--- src/rtl/mem_access_unit_if.sv ---
// rtl/mem_access_unit_if.sv - request, response and data-memory signal bundle for mem_access_unit
interface mem_access_unit_if;
    logic        req_valid;
    logic        req_ready;
    logic        req_we;
    logic [1:0]  req_size;
    logic        req_signed;
    logic [31:0] req_addr;
    logic [31:0] req_wdata;

    logic        resp_valid;
    logic [31:0] resp_rdata;
    logic        resp_err;

    logic [31:0] dmem_raddr;
    logic [31:0] dmem_rdata;
    logic [31:0] dmem_waddr;
    logic        dmem_we;
    logic [31:0] dmem_wdata;

    modport slave (
        input  req_valid, req_we, req_size, req_signed, req_addr, req_wdata, dmem_rdata,
        output req_ready, resp_valid, resp_rdata, resp_err,
               dmem_raddr, dmem_waddr, dmem_we, dmem_wdata
    );

    modport master (
        output req_valid, req_we, req_size, req_signed, req_addr, req_wdata, dmem_rdata,
        input  req_ready, resp_valid, resp_rdata, resp_err,
               dmem_raddr, dmem_waddr, dmem_we, dmem_wdata
    );
endinterface

--- src/rtl/mem_access_unit.sv ---
// rtl/mem_access_unit.sv - byte/halfword/word load-store unit over a word-only data memory
module mem_access_unit #(
    parameter int DMEM_WORDS = 256
) (
    input  logic              clk,
    input  logic              rst,
    mem_access_unit_if.slave  bus
);

    typedef enum logic [2:0] {
        IDLE,
        LOAD,
        WRITE,
        RMW_RD,
        RMW_WR,
        RESP
    } state_t;

    localparam logic [32:0] ADDR_LIMIT = 33'(DMEM_WORDS) << 2;

    state_t      state;
    state_t      state_nxt;

    logic        we_q;
    logic [1:0]  size_q;
    logic        signed_q;
    logic [31:0] addr_q;
    logic [31:0] wdata_q;
    logic [31:0] merge_q;
    logic [31:0] rdata_q;
    logic        err_q;

    logic        accept;
    logic        req_err;
    logic [31:0] addr_aligned;

    function automatic logic [31:0] load_extract(
        input logic [31:0] word,
        input logic [1:0]  size,
        input logic        sgn,
        input logic [1:0]  lane
    );
        logic [7:0]  b;
        logic [15:0] h;
        b = word[{lane, 3'b000} +: 8];
        h = word[{lane[1], 4'b0000} +: 16];
        case (size)
            2'b00:   load_extract = sgn ? {{24{b[7]}}, b} : {24'b0, b};
            2'b01:   load_extract = sgn ? {{16{h[15]}}, h} : {16'b0, h};
            default: load_extract = word;
        endcase
    endfunction

    function automatic logic [31:0] merge_word(
        input logic [31:0] old,
        input logic [31:0] wdata,
        input logic [1:0]  size,
        input logic [1:0]  lane
    );
        logic [31:0] w;
        w = old;
        if (size == 2'b00)
            w[{lane, 3'b000} +: 8] = wdata[7:0];
        else
            w[{lane[1], 4'b0000} +: 16] = wdata[15:0];
        merge_word = w;
    endfunction

    assign accept       = bus.req_valid && bus.req_ready;
    assign addr_aligned = {addr_q[31:2], 2'b00};

    // Rejected requests go straight to RESP and never reach the memory port.
    assign req_err = (bus.req_size == 2'b11)
                  || (bus.req_size == 2'b01 && bus.req_addr[0])
                  || (bus.req_size == 2'b10 && bus.req_addr[1:0] != 2'b00)
                  || ({1'b0, bus.req_addr} >= ADDR_LIMIT);

    always_ff @(posedge clk or posedge rst) begin
        if (rst) begin
            state    <= IDLE;
            we_q     <= 1'b0;
            size_q   <= 2'b00;
            signed_q <= 1'b0;
            addr_q   <= 32'b0;
            wdata_q  <= 32'b0;
            merge_q  <= 32'b0;
            rdata_q  <= 32'b0;
            err_q    <= 1'b0;
        end else begin
            state <= state_nxt;
            if (accept) begin
                we_q     <= bus.req_we;
                size_q   <= bus.req_size;
                signed_q <= bus.req_signed;
                addr_q   <= bus.req_addr;
                wdata_q  <= bus.req_wdata;
                err_q    <= req_err;
                rdata_q  <= 32'b0;
            end
            if (state == LOAD)
                rdata_q <= load_extract(bus.dmem_rdata, size_q, signed_q, addr_q[1:0]);
            if (state == RMW_RD)
                merge_q <= bus.dmem_rdata;
        end
    end

    always_comb begin
        state_nxt      = state;
        bus.req_ready  = 1'b0;
        bus.resp_valid = 1'b0;
        bus.resp_rdata = 32'b0;
        bus.resp_err   = 1'b0;
        bus.dmem_raddr = 32'b0;
        bus.dmem_waddr = 32'b0;
        bus.dmem_we    = 1'b0;
        bus.dmem_wdata = 32'b0;

        case (state)
            IDLE: begin
                bus.req_ready = 1'b1;
                if (bus.req_valid) begin
                    if (req_err)
                        state_nxt = RESP;
                    else if (!bus.req_we)
                        state_nxt = LOAD;
                    else if (bus.req_size == 2'b10)
                        state_nxt = WRITE;
                    else
                        state_nxt = RMW_RD;
                end
            end
            LOAD: begin
                bus.dmem_raddr = addr_aligned;
                state_nxt      = RESP;
            end
            WRITE: begin
                bus.dmem_we    = 1'b1;
                bus.dmem_waddr = addr_aligned;
                bus.dmem_wdata = wdata_q;
                state_nxt      = RESP;
            end
            RMW_RD: begin
                bus.dmem_raddr = addr_aligned;
                state_nxt      = RMW_WR;
            end
            RMW_WR: begin
                bus.dmem_we    = 1'b1;
                bus.dmem_waddr = addr_aligned;
                bus.dmem_wdata = merge_word(merge_q, wdata_q, size_q, addr_q[1:0]);
                state_nxt      = RESP;
            end
            RESP: begin
                bus.resp_valid = 1'b1;
                bus.resp_rdata = rdata_q;
                bus.resp_err   = err_q;
                state_nxt      = IDLE;
            end
            default: state_nxt = IDLE;
        endcase

        // Outputs go quiet the moment rst rises, so no write lands on an edge during reset.
        if (rst) begin
            bus.req_ready  = 1'b0;
            bus.resp_valid = 1'b0;
            bus.resp_rdata = 32'b0;
            bus.resp_err   = 1'b0;
            bus.dmem_raddr = 32'b0;
            bus.dmem_waddr = 32'b0;
            bus.dmem_we    = 1'b0;
            bus.dmem_wdata = 32'b0;
        end
    end

    logic unused_we;
    assign unused_we = we_q;

endmodule

--- src/flat_wrapper.sv ---
// flat-port wrapper written by rule: the top's interface ports become plain ports
module mem_access_unit_flat 
#(
    parameter int DMEM_WORDS = 256
)
  (clk, rst, bus_req_valid, bus_req_we, bus_req_size, bus_req_signed, bus_req_addr, bus_req_wdata, bus_dmem_rdata, bus_req_ready, bus_resp_valid, bus_resp_rdata, bus_resp_err, bus_dmem_raddr, bus_dmem_waddr, bus_dmem_we, bus_dmem_wdata);
  mem_access_unit_if bus_i ();
  input  logic clk;
  input  logic rst;
  input wire logic [$bits(bus_i.req_valid)-1:0] bus_req_valid;
  input wire logic [$bits(bus_i.req_we)-1:0] bus_req_we;
  input wire logic [$bits(bus_i.req_size)-1:0] bus_req_size;
  input wire logic [$bits(bus_i.req_signed)-1:0] bus_req_signed;
  input wire logic [$bits(bus_i.req_addr)-1:0] bus_req_addr;
  input wire logic [$bits(bus_i.req_wdata)-1:0] bus_req_wdata;
  input wire logic [$bits(bus_i.dmem_rdata)-1:0] bus_dmem_rdata;
  output wire logic [$bits(bus_i.req_ready)-1:0] bus_req_ready;
  output wire logic [$bits(bus_i.resp_valid)-1:0] bus_resp_valid;
  output wire logic [$bits(bus_i.resp_rdata)-1:0] bus_resp_rdata;
  output wire logic [$bits(bus_i.resp_err)-1:0] bus_resp_err;
  output wire logic [$bits(bus_i.dmem_raddr)-1:0] bus_dmem_raddr;
  output wire logic [$bits(bus_i.dmem_waddr)-1:0] bus_dmem_waddr;
  output wire logic [$bits(bus_i.dmem_we)-1:0] bus_dmem_we;
  output wire logic [$bits(bus_i.dmem_wdata)-1:0] bus_dmem_wdata;
  assign bus_i.req_valid = bus_req_valid;
  assign bus_i.req_we = bus_req_we;
  assign bus_i.req_size = bus_req_size;
  assign bus_i.req_signed = bus_req_signed;
  assign bus_i.req_addr = bus_req_addr;
  assign bus_i.req_wdata = bus_req_wdata;
  assign bus_i.dmem_rdata = bus_dmem_rdata;
  assign bus_req_ready = bus_i.req_ready;
  assign bus_resp_valid = bus_i.resp_valid;
  assign bus_resp_rdata = bus_i.resp_rdata;
  assign bus_resp_err = bus_i.resp_err;
  assign bus_dmem_raddr = bus_i.dmem_raddr;
  assign bus_dmem_waddr = bus_i.dmem_waddr;
  assign bus_dmem_we = bus_i.dmem_we;
  assign bus_dmem_wdata = bus_i.dmem_wdata;
  mem_access_unit #(.DMEM_WORDS(DMEM_WORDS)) u_core (.clk(clk), .rst(rst), .bus(bus_i));
endmodule
--- config.mk ---
export PLATFORM = sky130hd
export DESIGN_NAME = mem_access_unit_flat
export DESIGN_NICKNAME = d
export VERILOG_FILES = /design/src/rtl/mem_access_unit_if.sv /design/src/rtl/mem_access_unit.sv /design/src/flat_wrapper.sv
export SDC_FILE = /design/constraint.sdc
export NUM_CORES = 1
export LEC_CHECK = 0
export BUFFER_PORTS_ARGS = -buffer_cell sky130_fd_sc_hd__buf_2
export CAP_MARGIN = 20
export CELL_PAD_IN_SITES_DETAIL_PLACEMENT = 1
export CELL_PAD_IN_SITES_GLOBAL_PLACEMENT = 2
export CORE_UTILIZATION = 32
export CTS_BUF_LIST = sky130_fd_sc_hd__clkbuf_16
export DETAILED_ROUTE_END_ITERATION = 10
export PLACE_DENSITY_LB_ADDON = 0.1
export REMOVE_ABC_BUFFERS = 1
export SKIP_LAST_GASP = 1
export SYNTH_ARGS = -nofsm -noshare
export SYNTH_HDL_FRONTEND = slang
export SYNTH_SLANG_ARGS = --single-unit
--- constraint.sdc ---
create_clock -name clk -period 5.97 [get_ports clk]
set_input_delay 1.194 -clock clk [delete_from_list [all_inputs] [get_ports clk]]
set_output_delay 1.194 -clock clk [all_outputs]
set_load 0.02 [all_outputs]
[After elaboration in Yosys (flattened, before gate mapping)]
Cells that the tools add are included.
Storage, ports and cells
  bits in writable memories: 0
  output and inout port bits: 132
  word-level logic and storage cells: 69
  memories: 0
  bits in latches: 0
  bits in read-only memories: 0
  register bits after elaboration: 135
Operators by class
  bitwise operators: 0
  equality and inequality tests: 10
  order comparisons: 1
  $add $sub $neg: 2
  divide/modulo/power cells: 0
  muxes and demuxes: 29
  multiply operators: 0
  shifts and indexed selects: 6
  reduce and logical (&&, ||, !) cells: 13
Operators with widths (number)
  32-bit two-way mux: 12
  32-bit one-hot mux with 2 select lines: 2
  32-bit bitwise mux: 2
  32-bit by 11-bit greater-or-equal comparator with 1-bit output, second input constant: 1
  16-bit by 7-bit variable shift with 32-bit output, first input constant: 1
  8-bit by 7-bit variable shift with 32-bit output, first input constant: 1
  16-bit by 7-bit indexed part select with 32-bit output: 1
  32-bit by 6-bit indexed part select with 16-bit output: 1
  32-bit by 6-bit indexed part select with 8-bit output: 1
  8-bit by 7-bit indexed part select with 32-bit output: 1
  5-bit negator with 7-bit output: 2
  1-bit two-way mux: 9
  3-bit two-way mux: 3
  3-bit one-hot mux with 3 select lines: 1
  3-bit by 2-bit equality test with 1-bit output, second input constant: 2
  3-bit equality test, second input constant: 2
  2-bit by 1-bit equality test with 1-bit output, second input constant: 2
  2-bit equality test, second input constant: 2
  2-bit nonzero test: 2
  2-bit OR reduction: 2
  3-bit by 1-bit equality test with 1-bit output, second input constant: 1
  1-bit logical AND: 3
  3-bit zero test: 1
  1-bit logical OR: 3
  other kinds (3): 3

[Depth between registers and ports, before layout]
Gate-level depths: netlist of run 1.
  depth after elaboration: 8
  depth in mapped cells: 9
  mapped depth without buffers: 6

[Worst setup path after synthesis of run 1]
OpenSTA, ideal clock, no wires.
  kind: input-to-output
  from: in rst
  to: out bus_resp_rdata[22]
  cell stages on the path: 4
  slack: 2.510 ns
  arrival: 2.266 ns
  data required time: 4.776 ns
  buffers on the path: 2
  cells stage by stage: buf_2 -> nor3_2 -> clkbuf_1 -> and2_1
Between the ends
  cells in the longest elaborated chain, start to end: 1
RTL lines
  start: declaration: line flat_wrapper.sv:9  | input logic rst;
  32-bit two-way mux: line mem_access_unit.sv:162  | if (rst) begin
  end: declaration: line flat_wrapper.sv:19  | output wire logic [$bits(bus_i.resp_rdata)-1:0] bus_resp_rdata;
No other way between the ends.

[Final worst setup path of run 1]
  from: reg u_core.addr_q[1]
  to: out bus_dmem_wdata[18]
Between the ends
  cells in the longest elaborated chain, start to end: 6
  elaborated cells on any way between the ends: 11
  those cells by class: 2 x add/sub; 4 x shift; 5 x mux
RTL lines
  start: declaration: line mem_access_unit.sv:27  | logic [31:0] addr_q;
  start signal: assignment: line mem_access_unit.sv:95  | addr_q <= bus.req_addr;
  5-bit negator with 7-bit output, on equally long branches: line mem_access_unit.sv:65, mem_access_unit.sv:63
  16-bit by 7-bit indexed part select with 32-bit output, or another cell as far along: line mem_access_unit.sv:65  | w[{lane[1], 4'b0000} +: 16] = wdata[15:0];
  32-bit bitwise mux, on equally long branches: line mem_access_unit.sv:65, mem_access_unit.sv:63
  32-bit two-way mux *: line mem_access_unit.sv:62  | if (size == 2'b00)
  32-bit one-hot mux with 2 select lines *: line mem_access_unit.sv:118  | case (state)
  32-bit two-way mux *: line mem_access_unit.sv:162
  end: declaration: line flat_wrapper.sv:24  | output wire logic [$bits(bus_i.dmem_wdata)-1:0] bus_dmem_wdata;
Every way passes the cells marked *; elsewhere a longest branch is shown, timed or not.

==> results of run 1 <==
-- per-layer routing --
metal | GRT usage (%) | wire length, um | share of wire, %
met3 | 4.10 | 1300 | 4.9
met1 | 29.7 | 12500 | 47
met5 | 0 | 0 | 0
met4 | 5.42 | 400 | 1.5
met2 | 36.8 | 12500 | 47
-- area by class of cell --
cell class / count / area share (%)
multi-input combinational: 479 / 40.8
sequential: 135 / 35.4
timing repair buffer: 242 / 13.1
clock buffer: 17 / 4.46
tap: 319 / 4.19
clock inverter: 15 / 1.63
inverter: 8 / 0.368
antenna: 2 / 0.0525
-- how the worst max path moves through the flow --
stage / cells past startpoint / from / to / slack [ps]
2_1_floorplan: 1 / rst / u_core.addr_q[0] / 1160
3_3_place_gp: 4 / rst / bus_dmem_wdata[13] / 1800
3_5_place_dp: 4 / rst / bus_dmem_waddr[30] / 1860
4_1_cts: 7 / u_core.addr_q[1] / bus_dmem_wdata[18] / 1580
5_1_grt: 7 / u_core.addr_q[1] / bus_dmem_wdata[19] / 1340
6_report: 7 / u_core.addr_q[1] / bus_dmem_wdata[18] / 1540
-- kinds of logic after synthesis --
kind of cell,Yosys count
compound gates,135
fa+ha+maj,5
buf+inv,67
flops,135
mux,128
other cells,1
simple gates,207
-- through the flow --
step	hold WS [ps]	setup WS [ps]	instances	cell area, um^2	utilization (%)
CTS	487	1580	1213	9510	40.6
floorplan	435	1160	622	7290	-
detailed placement	469	1860	1181	8930	38.1
global route	521	1340	1216	9530	40.7
global placement	457	1800	1180	8920	38.1
finish	484	1540	1217	9530	40.7
-- report_power, final --
part           internal (W)  switching, W
Clock              0.000617      0.000436
Sequential          0.00125      0.000383
Combinational      0.000850       0.00108
-- worst max-delay path: cells and delay by family, from the launching register on --
family / cells / cell delay [ps]
buffers and inverters: 2 / 540
AO/OA/AOI/OAI: 2 / 590
adder cells (fa/ha/maj): 1 / 430
flip-flops: 1 / 860
AND/OR/NAND/NOR: 2 / 400
-- cells in the mapped netlist, types with 5 or more instances --
library cell    n  area share, %
nor2_1         25            1.2
nand3_1        11           0.72
a32o_1         14            1.8
nor3_1         11           0.72
and2_1         94            7.7
a21oi_1        13           0.85
dfrtp_1       135             44
buf_6           9            1.3
a221o_1        32            4.2
buf_4           8           0.79
mux2_2         72             11
inv_1           8           0.39
buf_2          23            1.5
o21ai_1         9           0.59
a32oi_1         9            1.0
a222oi_1        8            1.1
clkbuf_1       17           0.84
nand2_1        29            1.4
mux2_4         30            5.9
o32ai_1         5           0.57
o21ai_0        28            1.8
ha_1            5           0.82
nor4_1          6           0.49
mux2i_1        24            3.2
-- sequential cells by signal, summed over array words and instances (netlist names) --
register	flops
u_core.addr_q	32
u_core.merge_q	32
u_core.rdata_q	32
u_core.wdata_q	32
u_core.state	3
u_core.size_q	2
u_core.err_q	1
u_core.signed_q	1
==> run_results.csv, run 1 <==
group,metric,value,unit
global_routing,antenna_found_initial,2,
placed_design,numPortBuffers,230,
logic_synthesis,synth_top_family_by_area,"multiplexers",
logic_synthesis,synth_xor_area_share,0,%
floorplan,chipHeight,156,um
setup_path,slowest_delay,860,ps
route,ant_nets,0,
route,drt_iter0_drc,335,
global_routing,grt_usage,22.2,%
pwr,leakage,4.68,nW
logic_synthesis,synth_area,7620,um^2
global_routing,grt_pass1_vias,6833,
clock_tree,cts_tree,"built",
worst_hold_path,worstHoldStart,"u_core.err_q",
sta,period_share,74.3,%
floorplan,pin_count,235,
logic_synthesis,synthCells,678,
clock_tree,clk_path_buf_depth,2,
placed_design,gp_congestion,0.858,
final_layout,final_cell_mix,"buf_2, dfrtp_1, and2_1, mux2_2, a221o_1",
logic_synthesis,synth_flop_cell,"dfrtp_1",
setup_path,rrSetupSlack,3320,ps
clock_tree,clockRootBuffer,"clkbuf_16",
final_layout,multi_input_area,3880,um^2
clock_tree,clock_latency,420,ps
logic_synthesis,synthMuxAreaShare,20.1,%
floorplan,core-area,23400,um^2
sta,rsz0062_at_grt,"false",
floorplan,dieArea,24400,um^2
final_layout,drive_gt1_share,43.5,%
final_layout,regArea,3380,um^2
clock_tree,clock_sinks,135,
status,status,"finished, final reports clean",
setup_path,crit-reg2reg-capture,"u_core.rdata_q[16]",
floorplan,rows,56,
sta,slew_headroom,35.1,%
final_layout,nets,991,
route,viasPerCell,5.29,
setup_path,cp.arrival,3240,ps
final_layout,final_common_cell,"buf_2",
logic_synthesis,ys_seq_area_share,44.3,%
run,maxCapViolCount,0,
sta,fin_skew,12.9,ps
pwr,powerDensity,484,nW/um^2
final_layout,fillers,2714,
route,drt-pass1-iter-count,7,
floorplan,fp.dieW,156,um
logic_synthesis,ys_types,58,
clock_tree,htree_num_levels,4,
clock_tree,cts_resized,0,
setup_path,critPathCaptureType,"output port",
setup_path,worstPathCellList,"inv_1 -> ha_1 -> nand3b_1 -> o31ai_4 -> a222oi_1 -> nor3_1 -> buf_2",
placed_design,hpwl,19100,um
sta,fin_crit,4430,ps
logic_synthesis,synth_edf_count,0,
clock_tree,hold_buffers,0,
worst_hold_path,hold_path_end,"u_core.err_q",
setup_path,cpMaxStageDelayCell,"dfrtp_1",
clock_tree,path_clk_slew,60,ps
setup_path,reg2reg_depth,4,
setup_path,critical_path.max_fanout,19,
global_routing,grt_pass1_wl,40700,um
sta,slew_violations,0,
global_routing,overflow,0,
clock_tree,cts_setup_buffers,0,
logic_synthesis,synthAdderAreaFrac,0.821,%
setup_path,worstPathRequired,4780,ps
pwr,vdd_drop_max,0.172,mV
route,wl,26700,um
sta,hold_viol_final,0,
logic_synthesis,yosysWarnings,0,
setup_path,start_kind,"flop",
logic_synthesis,synthSimpleGateAreaFrac,15.6,%
clock_tree,numCtsBuffers,17,
route,vias,6441,
sta,setup_viol,0,
setup_path,r2r-start,"u_core.state[0]",
logic_synthesis,syn_area_per_cell,11.2,um^2
sta,tightest_slew,973,ps
route,wl_per_cell,21.9,um
global_routing,grt_max_degree,105,
sta,tns,0,ps
worst_hold_path,hp-class,"flop to flop",
setup_path,worst-setup-path-type,"flop to output port",
pwr,p_total,0.00462,W
worst_hold_path,whs_path_depth,2,
logic_synthesis,synth_compound_area_share,14.1,%
floorplan,initial_core_util,32.6,%
final_layout,area_growth,25.1,%
route,drcViolationCount,0,
sta,fmax,226,MHz
logic_synthesis,ys_seq_elements,135,
logic_synthesis,async_flop_share,100,%
(Power assumes the default switching activity.)
==> inputs of run 2 (changes only) <==
==> constraint.sdc (replaced) <==
create_clock -name clk -period 4.3 [get_ports clk]
set_input_delay 0.86 -clock clk [delete_from_list [all_inputs] [get_ports clk]]
set_output_delay 0.86 -clock clk [all_outputs]
set_load 0.02 [all_outputs]
==> run_results.csv, run 2 (synthesis results as in run 1) <==
group,metric,value,unit
status,status,"finished, final reports clean",
route,wl_per_cell,21.8,um
route,drt-pass1-iter-count,7,
clock_tree,numCtsBuffers,17,
floorplan,chipHeight,156,um
route,vias,6452,
floorplan,initial_core_util,32.6,%
clock_tree,clockRootBuffer,"clkbuf_16",
clock_tree,cts_resized,0,
sta,fin_crit,3720,ps
global_routing,grt_usage,22.3,%
setup_path,worst-setup-path-type,"flop to output port",
sta,slew_violations,0,
sta,rsz0062_at_grt,"false",
setup_path,cpMaxStageDelayCell,"dfrtp_1",
final_layout,drive_gt1_share,43.6,%
final_layout,nets,995,
sta,period_share,86.5,%
global_routing,antenna_found_initial,1,
pwr,vdd_drop_max,0.261,mV
setup_path,critical_path.max_fanout,17,
route,drt_iter0_drc,305,
clock_tree,clock_sinks,135,
setup_path,crit_buf_inv,1,
placed_design,hpwl,19300,um
pwr,powerDensity,681,nW/um^2
floorplan,dieArea,24400,um^2
clock_tree,path_clk_slew,60,ps
setup_path,worstPathRequired,3440,ps
pwr,leakage,4.74,nW
clock_tree,clock_latency,430,ps
route,viasPerCell,5.30,
clock_tree,clk_path_buf_depth,2,
sta,whs,489,ps
setup_path,crit_family,"simple AND/OR/NAND/NOR gates",
floorplan,fp.dieW,156,um
floorplan,core-area,23400,um^2
clock_tree,htree_num_levels,4,
clock_tree,hold_buffers,0,
pwr,p_total,0.00655,W
setup_path,start_kind,"flop",
placed_design,numPortBuffers,230,
floorplan,pin_count,235,
final_layout,final_common_cell,"buf_2",
run,maxCapViolCount,0,
route,drcViolationCount,0,
final_layout,fillers,2686,
floorplan,rows,56,
sta,hold_viol_final,0,
sta,setup_viol,0,
global_routing,grt_pass1_wl,40600,um
sta,slew_headroom,34.2,%
setup_path,slowest_delay,600,ps
placed_design,gp_congestion,0.842,
setup_path,critPathCaptureType,"output port",
setup_path,worstPathCellList,"or2_1 -> o31ai_4 -> a222oi_1 -> nor3_1 -> buf_2",
global_routing,grt_pass1_vias,6734,
sta,fmax,269,MHz
final_layout,final_cell_mix,"buf_2, dfrtp_1, and2_1, mux2_2, a221o_1",
final_layout,area_growth,26.1,%
clock_tree,cts_setup_buffers,0,
setup_path,cp.arrival,2860,ps
clock_tree,cts_tree,"built",
worst_hold_path,hp-class,"flop to flop",
route,ant_nets,0,
final_layout,antenna_cells,0,
route,wl,26600,um
sta,fin_skew,12.2,ps
global_routing,overflow,0,
global_routing,grt_max_degree,79,
sta,tightest_slew,983,ps
run 2: changes by cell type in the layout (fill, tap and decap cells not counted):
cell | before | now
clkinvlp_4 | 5 | 1
inv_6 | 4 | 2
buf_12 | 0 | 1
clkbuf_4 | 0 | 1
diode_2 | 2 | 0
buf_4 | 9 | 14
clkinv_2 | 2 | 3
buf_8 | 1 | 0
clkinv_1 | 0 | 2
buf_2 | 231 | 230
buf_6 | 1 | 0
bufinv_16 | 2 | 5
inv_1 | 8 | 7
run 2: worst reg2reg max path, delay by kind of cell, from the launching register on:
family	cells	cell delay, ps
AOI/OAI and AO/OA	1	230
DFF	1	640
and+or+nand+nor	3	1750
run 2: where the power goes:
group	total, W	switching [W]	internal [W]
Clock	0.00160	0.000577	0.00102
Combinational	0.00272	0.00153	0.00119
Sequential	0.00223	0.000496	0.00174
Total	0.00655	0.00260	0.00395
run 2: stage by stage:
stage	utilization, %	instance area (um^2)	std cells	setup TNS [ps]	setup WS [ps]
6_report	41.1	9610	1218	0	579
2_1_floorplan	-	7290	622	-23100	-171
3_3_place_gp	38.3	8970	1186	0	1130
4_1_cts	41.0	9610	1217	0	572
3_5_place_dp	38.3	8970	1186	0	1030
5_1_grt	41.1	9610	1218	0	454
run 2: layer usage:
layer	track usage [%]	vias up	share of wire [%]
met5	0	-	0
met4	6.91	0	1.9
met3	4.65	33	5.1
met2	36.5	210	47
met1	29.5	3297	45
li1	-	2912	-
run 2: final timing paths:
check,slack (ps),start,to,cells after the start
min,490,u_core.rdata_q[9],u_core.rdata_q[9],2
max reg2reg,1630,u_core.state[0],u_core.rdata_q[17],4
max,580,u_core.size_q[1],bus_dmem_wdata[21],5
min in group asynchronous,870,rst,u_core.merge_q[23],2
min reg2reg,490,u_core.rdata_q[9],u_core.rdata_q[9],2
max in group asynchronous,2550,rst,u_core.addr_q[23],3
run 2: final cells by class:
class	count	area (um^2)	share of cell area, %
sequential	135	3380	35.1
inverter	8	35.0	0.364
clock buffer	17	425	4.43
clock inverter	14	206	2.15
tap	319	399	4.15
timing repair buffer	246	1280	13.4
multi-input combinational	479	3880	40.4
